File: config.mk
export PLATFORM = sky130hd
export DESIGN_NAME = systolic_input_skewer
export DESIGN_NICKNAME = d
export VERILOG_FILES = /design/src/rtl/systolic_input_skewer.sv
export SDC_FILE = /design/constraint.sdc
export NUM_CORES = 1
export LEC_CHECK = 0
export BUFFER_PORTS_ARGS = -buffer_cell sky130_fd_sc_hd__clkbuf_2
export CORE_MARGIN = 2
export CORE_UTILIZATION = 46
export DETAILED_ROUTE_END_ITERATION = 10
export GPL_TIMING_DRIVEN = 0
export HOLD_SLACK_MARGIN = 0.1
export PLACE_DENSITY = 0.8
export SLEW_MARGIN = 15
export SYNTH_ARGS = -nofsm -noshare
export SYNTH_HDL_FRONTEND = slang
export SYNTH_SLANG_ARGS = --single-unit
File: constraint.sdc
create_clock -name clk -period 1.34 [get_ports clk]
set_input_delay 0.134 -clock clk [delete_from_list [all_inputs] [get_ports clk]]
set_output_delay 0.134 -clock clk [all_outputs]
set_load 0.01 [all_outputs]
File: src/rtl/systolic_input_skewer.sv
// ---------------------------------------------------------------------------
// systolic_input_skewer
//
// Front-end feeder for a systolic array. Each cycle it can take one
// activation vector, one element per array row, and it puts that vector onto
// the array's data bus as a staircase. Row r comes out r cycles later than
// row 0, so that wavefronts line up across the PE grid. A cycle with no
// accepted vector shifts a zero bubble into every row. After the last vector
// of a burst, the block drains. The done output pulses in the cycle where
// that last vector's element appears on the bottom row.
//
// Ports
//   clk         in   1                 clock, all state on rising edge
//   rst_n       in   1                 asynchronous active-low reset
//   in_valid    in   1                 in_data / in_last are valid
//   in_ready    out  1                 a vector can be accepted this cycle
//   in_data     in   DATA_WIDTH*ROWS   element r at [r*DATA_WIDTH +: DATA_WIDTH]
//   in_last     in   1                 accepted vector closes the burst
//   data        out  DATA_WIDTH*ROWS   skewed vector, same packing as in_data
//   data_valid  out  ROWS              lane r of data carries a real element
//   busy        out  1                 block is not idle
//   done        out  1                 one-cycle pulse: burst fully emitted
// ---------------------------------------------------------------------------
module systolic_input_skewer #(
    parameter int DATA_WIDTH = 8,
    parameter int ROWS       = 2
) (
    input  logic                       clk,
    input  logic                       rst_n,
    input  logic                       in_valid,
    output logic                       in_ready,
    input  logic [DATA_WIDTH*ROWS-1:0] in_data,
    input  logic                       in_last,
    output logic [DATA_WIDTH*ROWS-1:0] data,
    output logic [ROWS-1:0]            data_valid,
    output logic                       busy,
    output logic                       done
);

    localparam int CNT_W = (ROWS > 1) ? $clog2(ROWS) : 1;

    typedef enum logic [1:0] {
        ST_IDLE   = 2'd0,
        ST_STREAM = 2'd1,
        ST_DRAIN  = 2'd2
    } state_t;

    state_t             state_r;
    state_t             state_next_s;
    logic [CNT_W-1:0]   cnt_r;
    logic [CNT_W-1:0]   cnt_next_s;
    logic               done_r;
    logic               done_next_s;
    logic               accept_s;

    // The DRAIN state blocks new vectors. in_ready depends only on the state register.
    assign in_ready = (state_r != ST_DRAIN);
    assign accept_s = in_valid & in_ready;
    assign busy     = (state_r != ST_IDLE);
    assign done     = done_r;

    // Next state and drain counter. done is computed one cycle early so that
    // it can be registered and line up with the last element on the bottom row.
    always_comb begin
        state_next_s = state_r;
        cnt_next_s   = cnt_r;
        done_next_s  = 1'b0;
        case (state_r)
            ST_IDLE, ST_STREAM: begin
                if (accept_s && in_last) begin
                    state_next_s = ST_DRAIN;
                    cnt_next_s   = CNT_W'(ROWS - 1);
                end else if (accept_s) begin
                    state_next_s = ST_STREAM;
                    cnt_next_s   = cnt_r;
                end else begin
                    state_next_s = state_r;
                    cnt_next_s   = cnt_r;
                end
            end
            ST_DRAIN: begin
                if (cnt_r == {CNT_W{1'b0}}) begin
                    state_next_s = ST_IDLE;
                    cnt_next_s   = {CNT_W{1'b0}};
                end else begin
                    state_next_s = ST_DRAIN;
                    cnt_next_s   = cnt_r - {{(CNT_W-1){1'b0}}, 1'b1};
                end
            end
            default: begin
                state_next_s = ST_IDLE;
                cnt_next_s   = {CNT_W{1'b0}};
            end
        endcase
        // done shows in the DRAIN cycle whose counter reads zero.
        if ((state_next_s == ST_DRAIN) && (cnt_next_s == {CNT_W{1'b0}})) begin
            done_next_s = 1'b1;
        end else begin
            done_next_s = 1'b0;
        end
    end

    // State, drain counter and done pulse registers.
    always_ff @(posedge clk or negedge rst_n) begin
        if (!rst_n) begin
            state_r <= ST_IDLE;
            cnt_r   <= {CNT_W{1'b0}};
            done_r  <= 1'b0;
        end else begin
            state_r <= state_next_s;
            cnt_r   <= cnt_next_s;
            done_r  <= done_next_s;
        end
    end

    // One shift chain per row. Row r holds r+1 stages, so its latency is r+1.
    for (genvar r = 0; r < ROWS; r++) begin : g_row
        logic [DATA_WIDTH-1:0] stage_data_r  [0:r];
        logic                  stage_valid_r [0:r];

        // Shift every cycle. Without an accept, zero data with valid 0 enters the chain.
        always_ff @(posedge clk or negedge rst_n) begin
            if (!rst_n) begin
                for (int k = 0; k <= r; k++) begin
                    stage_data_r[k]  <= '0;
                    stage_valid_r[k] <= 1'b0;
                end
            end else begin
                stage_data_r[0]  <= accept_s ? in_data[r*DATA_WIDTH +: DATA_WIDTH] : '0;
                stage_valid_r[0] <= accept_s;
                for (int k = 1; k <= r; k++) begin
                    stage_data_r[k]  <= stage_data_r[k-1];
                    stage_valid_r[k] <= stage_valid_r[k-1];
                end
            end
        end

        assign data[r*DATA_WIDTH +: DATA_WIDTH] = stage_data_r[r];
        assign data_valid[r]                    = stage_valid_r[r];
    end

endmodule
==> results of run 1 <==
[per-stage QoR]
step | TNS (ns) | std cells | hold WS [ns] | utilization
floorplan | 0 | 71 | -0.162 | -
global placement | 0 | 139 | 0.192 | 0.593
detailed placement | 0 | 139 | 0.212 | 0.593
CTS | 0 | 168 | 0.355 | 0.724
global route | -0.00969 | 171 | 0.366 | 0.735
finish | 0 | 171 | 0.355 | 0.735
[layout make-up]
type / count / area, um^2
sequential: 30 / 752
fill: 150 / 581
timing repair buffer: 64 / 430
multi-input combinational: 27 / 214
buffer: 13 / 97.6
clock inverter: 3 / 40.0
clock buffer: 5 / 37.5
tap: 28 / 35.0
inverter: 1 / 3.75
[flip-flops by register name (all words and copies together) (netlist names)]
signal and count:
g_row.stage_data_r 16, data 8, state_r 2, cnt_r 1, data_valid 1, done 1
g_row.stage_valid_r 1
[cell families (layout without fill, tap and decap cells)]
logic type      after synthesis  in the layout  share of synthesized area
flops                        30             30                      0.706
simple gates                 24             24                      0.181
compound gates                3              3                     0.0176
buf+inv                      14             86                     0.0953
[power by group through the flow]
| stage | clock (uW) | sequential, uW | combinational, uW |
|---|---|---|---|
| global route | 744 | 1030 | 410 |
| global placement | 0 | 1040 | 284 |
| CTS | 709 | 1020 | 356 |
| detailed placement | 0 | 1040 | 294 |
| finish | 693 | 1020 | 378 |
| floorplan | 0 | 1050 | 161 |
[worst paths after layout]
path                       slack (ns)  cells past startpoint                           startpoint                             endpoint
min reg2reg                      0.35                      0  g_row[1].stage_data_r[15]$_DFF_PN0_                   data[15]$_DFF_PN0_
max reg2reg                      0.24                      4                 state_r[0]$_DFF_PN0_  g_row[1].stage_data_r[10]$_DFF_PN0_
max in group asynchronous        0.45                      2                                rst_n                 state_r[0]$_DFF_PN0_
min in group asynchronous        0.40                      2                                rst_n   g_row[0].stage_data_r[5]$_DFF_PN0_
max                              0.05                      5                             in_valid                 state_r[0]$_DFF_PN0_
min                              0.35                      0  g_row[1].stage_data_r[15]$_DFF_PN0_                   data[15]$_DFF_PN0_
[critical path: cells and delay by family]
| family | cells | cell delay (ns) |
|---|---|---|
| buffers and inverters | 3 | 1.19 |
| AOI/OAI and AO/OA | 1 | 0.15 |
| and+or+nand+nor | 1 | 0.05 |
[routing by layer]
layer,share of wire,vias up,GRT usage
met4,0.033,0,0.145
met1,0.39,345,0.181
met3,0.054,7,0.0575
li1,-,362,-
met2,0.52,24,0.304
met5,0,-,0
[placed cells by master (no fill, tap or decap), types with 2 or more instances in the layout]
cell	synthesis	final
clkbuf_2	0	40
dfrtp_1	30	29
dlygate4sd3_1	0	20
and3b_1	16	16
buf_4	9	13
clkbuf_4	0	5
buf_6	2	2
clkbuf_1	2	2
nand2b_1	2	2
a21oi_1	2	2
clkinv_2	0	2
[cell usage after synthesis (2+ instances only)]
| library cell | instances | share of area |
|---|---|---|
| a21oi_1 | 2 | 0.0094 |
| buf_6 | 2 | 0.021 |
| dfrtp_1 | 30 | 0.71 |
| nand2b_1 | 2 | 0.012 |
| and3b_1 | 16 | 0.13 |
| buf_4 | 9 | 0.064 |
| clkbuf_1 | 2 | 0.0071 |
[repair_timing]
item	4_1_cts	5_1_grt
gates resized for setup	2	1
setup endpoints to repair	2	2
hold endpoints to repair	49	0
pin swaps	0	0
hold buffers	20	0
setup buffers	1	3
==> flow_summary.yaml, run 1 <==
setup_path:
  cp_cell_sequence: "dlygate4sd3_1, clkbuf_2, nand2b_1, dlygate4sd3_1, a21oi_1"
  worstSetupEndpointType: "flip-flop"
  slowest_delay_ns: 0.56
  cp.required_ns: 1.58
  crit_top_cell: "dlygate4sd3_1"
  cp_slowest_cell: "dlygate4sd3_1"
  worstPathArrival_ns: 1.54
  crit_path_max_fanout: 3
  start_kind: "input port"
  critPathKind: "input port to flip-flop"
logic_synthesis:
  yosysWarnings: 0
  synth_nets: 91
  synth_cells: 71
  ys_ff_latch: 30
  synth-seq-area-share: 0.706
  ys.flop_type: "dfrtp_1"
  synthArstFlopShare: 1.00
  synth.avg_cell_area_um2: 15.0
  synth_edf_count: 0
  synth_area_um2: 1060
  synth_cell_types: 15
timing:
  setup_violations: 0
  fin_ws_ns: 0.0461
  fin_crit_sh: 0.966
  worst_pin_slew_ns: 0.702
  finalHoldViolCount: 0
  clock-skew-final_ns: 0.00286
  period_minus_slack_ns: 1.29
  relSlewSlack: 0.532
  timing.fmax_mhz: 773
  slew_viol_final: 0
pwr:
  power_switching_uw: 495
  power.leakage_uw: 0.000896
  pwr-share-comb: 0.181
  p_total_uw: 2090
  p_clk_frac: 0.331
  power_frac_seq: 0.488
  vdd_drop_max_uv: 867
  p_int_uw: 1600
  power_density_nw_per_um2: 1300
  switching_share: 0.237
layout:
  area_delta_synth_final_pct: 51.4
  final_cell_area_um2: 1610
  drive_gt1_frac: 0.469
  nNetsFinal: 162
  num_antenna_cells: 0
floorplan:
  rows: 17
  fp.dieH_um: 52.1
  core_region_area_um2: 2190
  start_util: 0.485
  die-area_um2: 2710
  io_pins: 41
  die_w_um: 52.1
route:
  ant_nets: 0
  via_count: 738
  post_drt_wl_per_cell_um: 12.4
  routed_wl_um: 2110
  drt_iter0_markers: 2
  via_per_inst: 4.32
  drt_pass1_iterations: 4
  drc: 0
grt:
  gr-total-overflow: 0
  antenna_found_initial: 0
  grt_start_max_net_pins: 31
  grt_pass1_vias: 746
  grt.total_usage: 0.181
  grt_pass1_wl_um: 3280
placement:
  port_buffers: 40
  gp_congestion: 0.713
  dp_hpwl_um: 1270
  place_area_um2: 1300
  pre_cts_ws_ns: 0.331
clocking:
  worstSkewPairLatency_ns: 0.32
  path_clk_slew_ns: 0.09
  numCtsBuffers: 5
  clk_path_buf_depth: 2
  htree_levels: 2
  clock-sinks: 30
  cts_root_buf: "clkbuf_4"
  cts_tree: "built"
min_path:
  holdCritPathClass: "flip-flop to flip-flop"
flow_run:
  cap_violations: 0
outcome:
  outcome: "finished, final reports clean"
No activity file was read; power rests on OpenSTA's default activity.
==> run 2, diff against run 1 <==
--- a/config.mk
+++ b/config.mk
@@ -6,6 +6,7 @@
 export NUM_CORES = 1
 export LEC_CHECK = 0
 export BUFFER_PORTS_ARGS = -buffer_cell sky130_fd_sc_hd__clkbuf_2
+export CORE_ASPECT_RATIO = 0.7
 export CORE_MARGIN = 2
 export CORE_UTILIZATION = 46
 export DETAILED_ROUTE_END_ITERATION = 10
==> flow_summary.yaml, run 2 (synthesis gave the netlist of run 1 again) <==
route:
  via_per_inst: 4.19
  drt_iter0_markers: 14
  routed_wl_um: 1910
  drt_pass1_iterations: 2
  via_count: 725
  post_drt_wl_per_cell_um: 11.1
  ant_nets: 0
  drc: 0
clocking:
  cts_root_buf: "clkbuf_4"
  clk_path_buf_depth: 2
  numCtsBuffers: 5
  clock-sinks: 30
  worstSkewPairLatency_ns: 0.32
  htree_levels: 2
  path_clk_slew_ns: 0.09
  cts_tree: "built"
flow_run:
  cap_violations: 0
pwr:
  power_switching_uw: 477
  p_clk_frac: 0.401
  power.leakage_uw: 0.000905
  power_frac_seq: 0.439
  pwr-share-comb: 0.159
  p_total_uw: 2320
  vdd_drop_max_uv: 964
  switching_share: 0.206
  p_int_uw: 1840
  power_density_nw_per_um2: 1420
min_path:
  hp-start: "g_row[1].stage_data_r[15]$_DFF_PN0_"
  holdCritPathClass: "flip-flop to flip-flop"
grt:
  grt_pass1_vias: 722
  gr-total-overflow: 0
  met2_usage: 0.302
  grt_pass1_wl_um: 3140
  grt.total_usage: 0.171
  grt_use_met3: 0.0936
  antenna_found_initial: 0
  grt.busiest_layer: "met2"
  use_met1: 0.181
  grt_start_max_net_pins: 31
timing:
  period_minus_slack_ns: 1.29
  finalHoldViolCount: 0
  rsz0062_at_grt: "true"
  setup_violations: 0
  timing.fmax_mhz: 776
  relSlewSlack: 0.539
  worst_pin_slew_ns: 0.691
  clock-skew-final_ns: 0.00501
  fin_crit_sh: 0.962
  slew_viol_final: 0
setup_path:
  worstPathArrival_ns: 1.15
  crit_path_max_fanout: 5
  cp.required_ns: 1.21
  worstSetupEndpointType: "output pin"
  r2r_setup_slack_ns: 0.28
  slowest_delay_ns: 0.41
  cp_cell_sequence: "nor2b_4, buf_6, inv_1, clkbuf_2"
  critPathKind: "flip-flop to output pin"
  start_kind: "flip-flop"
  r2r_start: "state_r[0]$_DFF_PN0_"
  cp-startpoint: "state_r[1]$_DFF_PN0_"
  cp_slowest_cell: "dfrtp_1"
layout:
  area_delta_synth_final_pct: 53.9
  final_cell_mix: "clkbuf_2, dfrtp_1, dlygate4sd3_1, and3b_1, buf_4"
  final_cell_area_um2: 1640
  drive_gt1_frac: 0.454
  regMostFlops: "g_row.stage_data_r"
  final_common_cell: "clkbuf_2"
  num_antenna_cells: 0
  nNetsFinal: 160
  largest_register_ffs: 16
placement:
  port_buffers: 40
  place_area_um2: 1300
  dp_hpwl_um: 1130
  gp_congestion: 0.645
floorplan:
  core_region_area_um2: 2170
  die_w_um: 61.5
  io_pins: 41
  die-area_um2: 2720
  rows: 14
  fp.dieH_um: 44.2
  start_util: 0.490
outcome:
  outcome: "finished, final reports clean"
## run 2: cell types whose count changed in the layout (fill, tap and decap cells not counted), sizes merged
| cell | change |
|---|---|
| clkinv | -2 |
| dlygate4sd3 | -1 |
| bufinv | +1 |
## run 2: metrics by stage
stage,setup WS [ns],TNS [ns],instances,util,hold WS (ns)
detailed placement,0.350,0,143,0.600,0.214
CTS,0.0190,0,171,0.743,0.356
finish,0.0514,0,173,0.753,0.353
global placement,0.353,0,143,0.600,0.207
floorplan,0.410,0,71,-,-0.162
global route,-0.0128,-0.0128,173,0.753,0.367
## run 2: final cells by class
cell class,instances,area [um^2]
clock buffers,6,51.3
clock inverters,2,60.1
plain buffers,13,97.6
inverters,1,3.75
well taps,32,40.0
repair buffers,62,419
multi-input cells,27,214
flip-flops and latches,30,751
fillers,167,536
## run 2: power groups by stage
| stage | sequential [uW] | combinational [uW] | clock (uW) |
|---|---|---|---|
| 3_5_place_dp | 1040 | 293 | 0 |
| 5_1_grt | 1030 | 406 | 994 |
| 6_report | 1020 | 369 | 931 |
| 2_1_floorplan | 1050 | 161 | 0 |
| 4_1_cts | 1020 | 346 | 947 |
| 3_3_place_gp | 1040 | 287 | 0 |
## run 2: critical path, delay by kind of cell, from the launching register on
family | cells | cell delay [ns]
flip-flops | 1 | 0.41
AND/OR/NAND/NOR | 1 | 0.14
buffers and inverters | 3 | 0.29
## run 2: timing repair
item,4_1_cts,5_1_grt
setup endpoints to repair,1,2
resized for setup,0,3
gates cloned,0,0
pin swaps,0,0
hold buffers,19,0
setup buffers,1,2
hold endpoints to repair,49,0
## run 2: path summary, 6_finish.rpt
path / endpoint / depth (start not counted)
max in group asynchronous: g_row[0].stage_data_r[4]$_DFF_PN0_ / 2
min in group asynchronous: data[11]$_DFF_PN0_ / 2
max reg2reg: g_row[1].stage_data_r[10]$_DFF_PN0_ / 4
min reg2reg: data[15]$_DFF_PN0_ / 0
max: in_ready / 4
min: data[15]$_DFF_PN0_ / 0
## run 2: layer usage
layer | wire (um) | vias to the layer above
met5 | 0 | -
met4 | 10 | 0
met3 | 129 | 2
met2 | 1070 | 26
met1 | 703 | 337
li1 | - | 360
==> run 3, diff against run 2 <==
--- a/config.mk
+++ b/config.mk
@@ -8,11 +8,11 @@
 export BUFFER_PORTS_ARGS = -buffer_cell sky130_fd_sc_hd__clkbuf_2
 export CORE_ASPECT_RATIO = 0.7
 export CORE_MARGIN = 2
-export CORE_UTILIZATION = 46
+export CORE_UTILIZATION = 40
 export DETAILED_ROUTE_END_ITERATION = 10
 export GPL_TIMING_DRIVEN = 0
 export HOLD_SLACK_MARGIN = 0.1
-export PLACE_DENSITY = 0.8
+export PLACE_DENSITY = 0.71
 export SLEW_MARGIN = 15
 export SYNTH_ARGS = -nofsm -noshare
 export SYNTH_HDL_FRONTEND = slang
==> flow_summary.yaml, run 3 (synthesis gave the netlist of run 1 again) <==
layout:
  num_antenna_cells: 0
  final_cell_count_no_fill: 156
  nNetsFinal: 142
  regMostFlops: "g_row.stage_data_r"
  largest_register_ffs: 16
  multi_input_area_um2: 211
  fillers: 225
  final_cell_mix: "clkbuf_2, dfrtp_1, and3b_1, buf_4, clkbuf_8"
  final_common_cell: "clkbuf_2"
  area_delta_synth_final_pct: 33.3
  register_area_um2: 751
  drive_gt1_frac: 0.516
placement:
  placedCellCount: 145
  dp_hpwl_um: 1160
  gp_congestion: 0.603
  port_buffers: 40
clocking:
  cts_tree: "built"
  htree_levels: 2
  clock-sinks: 30
  worstSkewPairLatency_ns: 0.27
  cts_root_buf: "clkbuf_8"
  numCtsBuffers: 5
  clk_path_buf_depth: 2
  path_clk_slew_ns: 0.06
  cts_resized: 0
min_path:
  holdPathStages: 2
  holdCritPathClass: "input port to flip-flop"
  hold_end: "g_row[1].stage_data_r[9]$_DFF_PN0_"
  hp-start: "in_data[9]"
timing:
  slew_viol_final: 0
  rsz0062_at_grt: "false"
  worst_pin_slew_ns: 0.707
  timing.fmax_mhz: 790
  setup_tns_ns: 0
  setup_violations: 0
  clock-skew-final_ns: 0.00339
  fin_crit_sh: 0.944
  finalHoldViolCount: 0
  period_minus_slack_ns: 1.27
  timing.hold.ws_ns: 0.113
  relSlewSlack: 0.529
route:
  met2_length_um: 775
  via_count: 671
  met3WireLength_um: 163
  routed.top_layer: "met4"
  ant_nets: 0
  via_per_inst: 4.30
  post_drt_wl_per_cell_um: 10.3
  drt-met1-wl_um: 636
  drc: 0
  drt_pass1_iterations: 2
  drt_iter0_markers: 22
  routed_wl_um: 1600
floorplan:
  die_w_um: 65.6
  core_region_area_um2: 2500
  io_pins: 41
  die-area_um2: 3090
  rows: 15
  fp.dieH_um: 47.1
  start_util: 0.426
setup_path:
  start_kind: "flip-flop"
  r2r.worst_path.cells: 4
  slowest_delay_ns: 0.41
  cp_cell_sequence: "nor2b_4, buf_6, inv_1, clkbuf_2"
  critPathKind: "flip-flop to output pin"
  r2r_start: "state_r[1]$_DFF_PN0_"
  timing.rr.end: "g_row[0].stage_data_r[4]$_DFF_PN0_"
  cp_slowest_cell: "dfrtp_1"
  cp.required_ns: 1.21
  crit_path_max_fanout: 7
  worstSetupEndpointType: "output pin"
  r2r_setup_slack_ns: 0.24
  worstPathArrival_ns: 1.13
pwr:
  power_density_nw_per_um2: 1390
  p_int_uw: 1510
  power_frac_seq: 0.518
  power.leakage_uw: 0.000814
  power_switching_uw: 460
  switching_share: 0.233
  pwr-share-comb: 0.157
  p_clk_frac: 0.325
  vdd_drop_max_uv: 560
grt:
  grt.total_usage: 0.122
  grt_pass1_vias: 575
  grt_pass1_wl_um: 2570
  gr-total-overflow: 0
  grt_start_max_net_pins: 31
  antenna_found_initial: 0
outcome:
  outcome: "finished, final reports clean"
flow_run:
  cap_violations: 0
## run 3: cell count changes in the layout (fill, tap and decap cells not counted), moves of 2 or more
cell and delta:
dlygate4sd3_1 -18, clkbuf_4 -5, clkbuf_8 +4, bufinv_16 -2, clkinv_2 +2
## run 3: layout make-up
cell class,count,share of cell area
multi-input combinational,27,0.149
tap,34,0.0300
clock inverter,2,0.00706
buffer,13,0.0688
timing repair buffer,44,0.164
clock buffer,5,0.0485
inverter,1,0.00265
sequential,30,0.530
## run 3: critical path, delay by kind of cell, from the launching register on
| family | cells | cell delay (ns) |
|---|---|---|
| buf+inv | 3 | 0.27 |
| flops | 1 | 0.41 |
| simple gates | 1 | 0.18 |
## run 3: metal layers
layer  up-vias  global-route usage
li1        323                   -
met1       316               0.131
met2        27               0.194
met3         5              0.0743
met4         0              0.0625
met5         -                   0
## run 3: how the worst max path moves through the flow
stage | startpoint | endpoint | slack (ns) | depth (start not counted)
3_3_place_gp | state_r[1]$_DFF_PN0_ | g_row[1].stage_data_r[12]$_DFF_PN0_ | 0.35 | 3
4_1_cts | state_r[1]$_DFF_PN0_ | in_ready | 0.03 | 4
2_1_floorplan | state_r[1]$_DFF_PN0_ | g_row[1].stage_data_r[10]$_DFF_PN0_ | 0.41 | 3
3_5_place_dp | state_r[1]$_DFF_PN0_ | g_row[0].stage_data_r[7]$_DFF_PN0_ | 0.33 | 3
5_1_grt | state_r[1]$_DFF_PN0_ | in_ready | 0.008 | 4
6_report | state_r[1]$_DFF_PN0_ | in_ready | 0.07 | 4
## run 3: stage by stage
stage	total power (uW)	setup WS, ns	util	cell area [um^2]
floorplan	1210	0.410	-	1060
global placement	1320	0.352	0.523	1310
detailed placement	1330	0.325	0.523	1310
CTS	1990	0.0298	0.559	1400
global route	2090	0.00760	0.568	1420
finish	1970	0.0749	0.568	1420
## run 3: power groups by stage
stage / registers (uW) / clock network (uW) / logic (uW)
4_1_cts: 1020 / 665 / 297
6_report: 1020 / 640 / 310
3_3_place_gp: 1030 / 0 / 289
5_1_grt: 1030 / 711 / 342
3_5_place_dp: 1040 / 0 / 295
2_1_floorplan: 1050 / 0 / 161
## run 3: repair_timing
action / CTS / global route
hold buffers: 1 / 0
endpoints found under the hold margin: 30 / 0
buffers inserted: 0 / 3
setup endpoints to repair: 0 / 1
